`src/rtl/demux_router_if.sv`:
```
// demux_router_if: upstream word channel plus NOUT downstream ready/valid channels
//   in_valid/in_sel/in_data  word offered upstream, tagged with its destination channel
//   in_ready                 router can take the offered word this cycle
//   out_valid/out_data       per-channel held word; channel k at out_data[k*DATA_W +: DATA_W]
//   out_ready                per-channel downstream ready
//   master: upstream source and downstream sinks; slave: the router
interface demux_router_if #(
   parameter int DATA_W = 8,
   parameter int NOUT = 4
);
   logic in_valid;
   logic [1:0] in_sel;
   logic [DATA_W-1:0] in_data;
   logic in_ready;
   logic [NOUT-1:0] out_valid;
   logic [NOUT*DATA_W-1:0] out_data;
   logic [NOUT-1:0] out_ready;
   modport master (
      output in_valid, in_sel, in_data, out_ready,
      input in_ready, out_valid, out_data
   );
   modport slave (
      input in_valid, in_sel, in_data, out_ready,
      output in_ready, out_valid, out_data
   );
endinterface

```
`src/rtl/demux_router.sv`:
```
// demux_router: routes each accepted word into a one-entry register of channel in_sel
//   clk       rising-edge clock
//   rst       synchronous active-high reset; empties every channel and zeroes its data
//   bus       demux_router_if slave modport (upstream word in, per-channel words out)
//   stat_cnt  with DEMUX_ROUTER_STATS_EN defined: per-channel 16-bit count of output
//             handshakes, channel k at stat_cnt[k*16 +: 16], wrapping at 16'hFFFF
module demux_router #(
   parameter int DATA_W = 8,
   parameter int NOUT = 4
) (
   input logic clk,
   input logic rst,
   demux_router_if.slave bus
`ifdef DEMUX_ROUTER_STATS_EN
   , output logic [NOUT*16-1:0] stat_cnt
`endif
);
   typedef enum logic {EMPTY, FULL} state_t;
   state_t st [NOUT];
   state_t st_nxt [NOUT];
   logic [NOUT-1:0] acc;
   logic [NOUT-1:0] drain;
   logic [DATA_W-1:0] data [NOUT];
   always_comb begin
      // only the addressed channel decides readiness, so a stalled channel never blocks others;
      // a full channel whose word drains this cycle can take the next word in the same cycle
      bus.in_ready = !rst && (st[bus.in_sel] == EMPTY || bus.out_ready[bus.in_sel]);
      for (int i = 0; i < NOUT; i++) begin
         acc[i] = bus.in_valid && bus.in_ready && int'(bus.in_sel) == i;
         drain[i] = st[i] == FULL && bus.out_ready[i];
         st_nxt[i] = acc[i] ? FULL : drain[i] ? EMPTY : st[i];
         bus.out_valid[i] = st[i] == FULL;
         bus.out_data[i*DATA_W +: DATA_W] = data[i];
      end
   end
   always_ff @(posedge clk) begin
      for (int i = 0; i < NOUT; i++) begin
         if (rst) begin
            st[i] <= EMPTY;
            data[i] <= '0;
         end else begin
            st[i] <= st_nxt[i];
            if (acc[i]) data[i] <= bus.in_data;
         end
      end
   end
`ifdef DEMUX_ROUTER_STATS_EN
   always_ff @(posedge clk) begin
      for (int i = 0; i < NOUT; i++) begin
         if (rst) stat_cnt[i*16 +: 16] <= '0;
         else if (drain[i]) stat_cnt[i*16 +: 16] <= stat_cnt[i*16 +: 16] + 16'd1;
      end
   end
`endif
endmodule
```
`src/flat_wrapper.sv`:
```
// flat-port wrapper written by rule: the top's interface ports become plain ports
module demux_router_flat 
#(
   parameter int DATA_W = 8,
   parameter int NOUT = 4
)
  (clk, rst, bus_in_valid, bus_in_sel, bus_in_data, bus_out_ready, bus_in_ready, bus_out_valid, bus_out_data);
  demux_router_if #(.DATA_W(DATA_W), .NOUT(NOUT)) bus_i ();
  input logic clk;
  input logic rst;
  input wire logic [$bits(bus_i.in_valid)-1:0] bus_in_valid;
  input wire logic [$bits(bus_i.in_sel)-1:0] bus_in_sel;
  input wire logic [$bits(bus_i.in_data)-1:0] bus_in_data;
  input wire logic [$bits(bus_i.out_ready)-1:0] bus_out_ready;
  output wire logic [$bits(bus_i.in_ready)-1:0] bus_in_ready;
  output wire logic [$bits(bus_i.out_valid)-1:0] bus_out_valid;
  output wire logic [$bits(bus_i.out_data)-1:0] bus_out_data;
  assign bus_i.in_valid = bus_in_valid;
  assign bus_i.in_sel = bus_in_sel;
  assign bus_i.in_data = bus_in_data;
  assign bus_i.out_ready = bus_out_ready;
  assign bus_in_ready = bus_i.in_ready;
  assign bus_out_valid = bus_i.out_valid;
  assign bus_out_data = bus_i.out_data;
  demux_router #(.DATA_W(DATA_W), .NOUT(NOUT)) u_core (.clk(clk), .rst(rst), .bus(bus_i));
endmodule
```
`config.mk`:
```
export PLATFORM = sky130hd
export DESIGN_NAME = demux_router_flat
export DESIGN_NICKNAME = d
export VERILOG_FILES = /design/src/rtl/demux_router_if.sv /design/src/rtl/demux_router.sv /design/src/flat_wrapper.sv
export SDC_FILE = /design/constraint.sdc
export NUM_CORES = 1
export LEC_CHECK = 0
export ABC_CLOCK_PERIOD_IN_PS = 1100
export CAP_MARGIN = 0
export CORE_AREA = 2 2 64 66
export CTS_BUF_LIST = sky130_fd_sc_hd__clkbuf_16
export CTS_CLUSTER_DIAMETER = 40
export CTS_CLUSTER_SIZE = 40
export DETAILED_ROUTE_END_ITERATION = 7
export DIE_AREA = 0 0 66 68
export PLACE_DENSITY = 0.76
export SLEW_MARGIN = 20
export SYNTH_ARGS = -nofsm -noshare
export SYNTH_HDL_FRONTEND = slang
export SYNTH_SLANG_ARGS = --single-unit
```
`constraint.sdc`:
```
create_clock -name clk -period 1.1 [get_ports clk]
set_input_delay 0.22 -clock clk [delete_from_list [all_inputs] [get_ports clk]]
set_output_delay 0.22 -clock clk [all_outputs]
set_load 0.005 [all_outputs]
```
# Word-level counts from Yosys, hierarchy flattened
# Memory sizes are Yosys's and may differ from the RTL's.
# Index checks and enable logic that the tools add are counted.
# Widths: inputs -> output; s select.
dict set report totals {
  reg_bits 0
  ramBits 36
  output_inout_bits 37
  wordCells 61
  n_memories 2
}
dict set report op_classes {
  order_cmp 1
  n_eq_ne 3
  n_mux 33
  n_bitwise 9
  reduce_logical 13
}
# memory words width read_ports rd_ports_with_merged_regs write_ports line_no
set memory_table {}
lappend memory_table {u_core.data 4 8 4 0 4 demux_router.sv:23} ;# logic [DATA_W-1:0] data [NOUT];
lappend memory_table {u_core.st 4 1 5 0 4 demux_router.sv:19} ;# state_t st [NOUT];
# op count
set ops {}
lappend ops {{$mux 8} 4}
lappend ops {{$mux 1} 28}
lappend ops {{$logic_and 1x1->1} 10}
lappend ops {{$or 1x1->1} 8}
lappend ops {{$eq 2x2->1 const B} 2}
lappend ops {{$lt 2x3->1 const B} 1}
lappend ops {{$bmux 1 s2} 1}
lappend ops {{$eq 2x1->1 const B} 1}
lappend ops {{$logic_not 2->1} 1}
lappend ops {{$logic_not 1->1} 1}
lappend ops {{$logic_or 1x1->1} 1}
lappend ops {{$not 1->1} 1}

# Logic depth before layout (Yosys ltp)
dict set report depth {
  word_depth 10
  ltp_mapped 5
  depth_no_buf 3
}

# Worst setup path after synthesis
# OpenSTA, ideal clock, no wires.
dict set report synth_path {
  kind {register to register}
  start {memory u_core.st[3] (netlist bit)}
  end {memory u_core.data[3][2] (netlist: u_core.data[1][10]) (enable)}
  setup_ns 0.334
  arrival_ns 0.753
  t_required_ns 0.766
  path_slack_ns 0.012
  path_stages_with_launch 4
  synth_period_minus_slack_ns 1.088
  path_cell_list {dfxtp_1 nand2b_1 nand4_1 nand2b_1}
}
# item line_no
set synth_rtl {}
lappend synth_rtl {{from (decl)} demux_router.sv:19}
lappend synth_rtl {{to (decl)} demux_router.sv:23}

==> run metrics <==
Worst Path Arrival 1210 ps; port buffer count 53; largest family of logic cells by synthesized area simple AND/OR/NAND/NOR gates; setup violators final 65; yosys warns 0; post-synth top area share 68.7%; final cell count without fillers 245; hold depth 3; Critical Path RT 880 ps; CP max FO 2; Pwr Density 1420 nW/um^2; status complete, but fails checks; Post-CTS Hold Buffers 0; Worst-path clk slew 50 ps; Final Cycle Share 130%; first-pass GRT wire length 5580 microns; nets in the synthesized netlist 128; HP Class input pin to register; Tot Pwr approximately 3.6 mW; final hold vios 0; DRT Pass-1 Iters 4; post-synthesis xor/xnor area fraction 0%; syn_area_per_cell 12.6 sq um; Die W between 60 and 70 microns; Antenna Violating Nets Remaining 0; fin worst setup slack -333 ps; num rows 23; total die area between 4000 and 5000 sq um; worst path bufs/invs 1; Total GRT Usage 17.3%; Routed WL 3950 microns; crit path launch type register; TritonCTS Buffers 5; Core Util, Final between 60% and 70%; commonest non-fill, non-tap cell in the layout edfxtp_1; Final Max Tran Viols 0; Yosys cell types 15; CTS sink cnt 36; post-synthesis mux area share 0.716%; Synth Instances between 100 and 150; initial core utilization between 30% and 40%; Slew headroom 81.6%; Routed wire per std cell 16.1 microns; Crit. End Element output pin; CTS tree done; commonest non-fill, non-tap cells in the layout edfxtp_1, nor2_1, clkdlybuf4s15_1; worst path cell trace nor4b_1 > a311o_1 > a21oi_1 > buf_2; R2R cell count 4; vias in the first global route 1254; largest net degree at the start of global routing 12; delay-heaviest family, CP compound AO/OA/AOI/OAI gates; nets roughly 210; Compound-Gate Fraction of Synth Area 2.50%; RSZ-0062 raised after global routing true; first-iteration detailed-routing DRC count 34; GRT Residual Overflow 0; Min Hold Slack 416 ps; Simple-Gate Fraction of Synth Area 19.2%; vias per cell just under 5; gpl congestion between 0.8 and 0.9; crit path kind register to output pin; final design area excluding fillers around 2500 sq um; Max stage delay cell, worst path dfxtp_2; FMAX 698 MHz; core area 3860 sq um; clk buf depth 2; DRC Markers 0; antenna violations before repair 0; top cells by area, synth edfxtp_1, nor2_1, dfxtp_1; area grow syn2layout 80.1%; FF+latch count, synth 36; n_diodes 0; post-DP HPWL 2540 microns; ratio of cells with drive above 1 in the final layout ~44%; die span in y 68 microns; Max IR drop VDD 0.741 mV; H-tree depth 2; Setup Skew 8.27 ps; violated checks negative setup slack; Max Cap Viol 0; Post-Synth Adder-Cell Area 0%; top cell type by total area after synthesis edfxtp_1; Pleak 1.11 nW; clock latency on the worst-skew pair 280 ps; Worst R2R Setup Slack -90 ps; Least-Margin Pin Slew between 200 and 300 ps; Final min period 1430 ps; vias 1178; Post-Place Cells 227; DP Area 2140 sq um; root buffer cell clkbuf_16; part of the Yosys area used for sequential elements approximately three quarters; CP max stage delay roughly 320 ps; I/O pin total 54; Post-Syn Area 1400 sq um; logic depth of the worst setup path including buffers 4
==> metal layers <==
metal	vias up	track usage [%]	part of all wire, %
li1	547	-	-
met1	565	16.1	37
met2	56	33.0	54
met3	10	5.43	7.0
met4	0	10.7	2.3
met5	-	0	0
==> area by class of cell <==
type / count / area [sq um]
Clock buffer: 5 / 125
Clock inverter: 3 / 38.8
Fill cell: 298 / 1340
Inverter: 1 / 3.75
Multi-Input combinational cell: 68 / 499
Sequential cell: 36 / 1050
Tap cell: 50 / 62.6
Timing Repair Buffer: 82 / 743
==> report_power, final <==
group          internal (mW)  switching (mW)  total, mW
clock network           1.05           0.492       1.55
logic                  0.244           0.204      0.448
registers               1.55          0.0198       1.57
==> worst register-to-register path, stage by stage (launching register included) <==
cell	delay [ps]
dfxtp_2	340
nand2b_4	70
buf_6	90
nand4_1	190
nand2b_4	200
==> synth_stat cells, drive strengths merged <==
cell    count
nand3       4
nor2       33
inv         1
buf         6
nor2b       3
a21oi       5
nor4b       1
nand2      11
dfxtp       4
mux2i       1
a311o       1
edfxtp     32
nand2b      8
nand4       1
==> registers in the layout, summed over array words and instances, names as in the netlist <==
signal / flops
u_core.data: 32
u_core.st: 4
==> through the flow <==
| stage | setup TNS [ps] | setup slack (ps) |
|---|---|---|
| after detailed placement | -39900 | -903 |
| after floorplan | 0 | 12.1 |
| final | -6890 | -333 |
| after global routing | -8480 | -381 |
| after CTS | -5920 | -334 |
| after global placement | -36940 | -888 |
==> repair_timing <==
action	in CTS	in global routing
pin swaps	10	0
gates resized for setup	145	17
buffers inserted	7	4
hold endpoints to repair	0	0
endpoints found under the setup margin	103	74
==> worst paths after layout <==
check	startpoint	end
worst max-delay path	u_core.st[0]	bus_in_ready
worst min-delay path	bus_out_ready[1]	u_core.st[1]
worst max register to register	u_core.st[3]	u_core.data[1][12]
worst min register to register	u_core.st[2]	u_core.st[2]
==> kinds of logic (layout without fill, tap and decap cells) <==
kind of cell	after synthesis	after routing
buf+inv	7	91
mux	1	1
compound gates	6	6
flops	36	36
simple gates	61	61
Power figures use the tool's default switching activity.
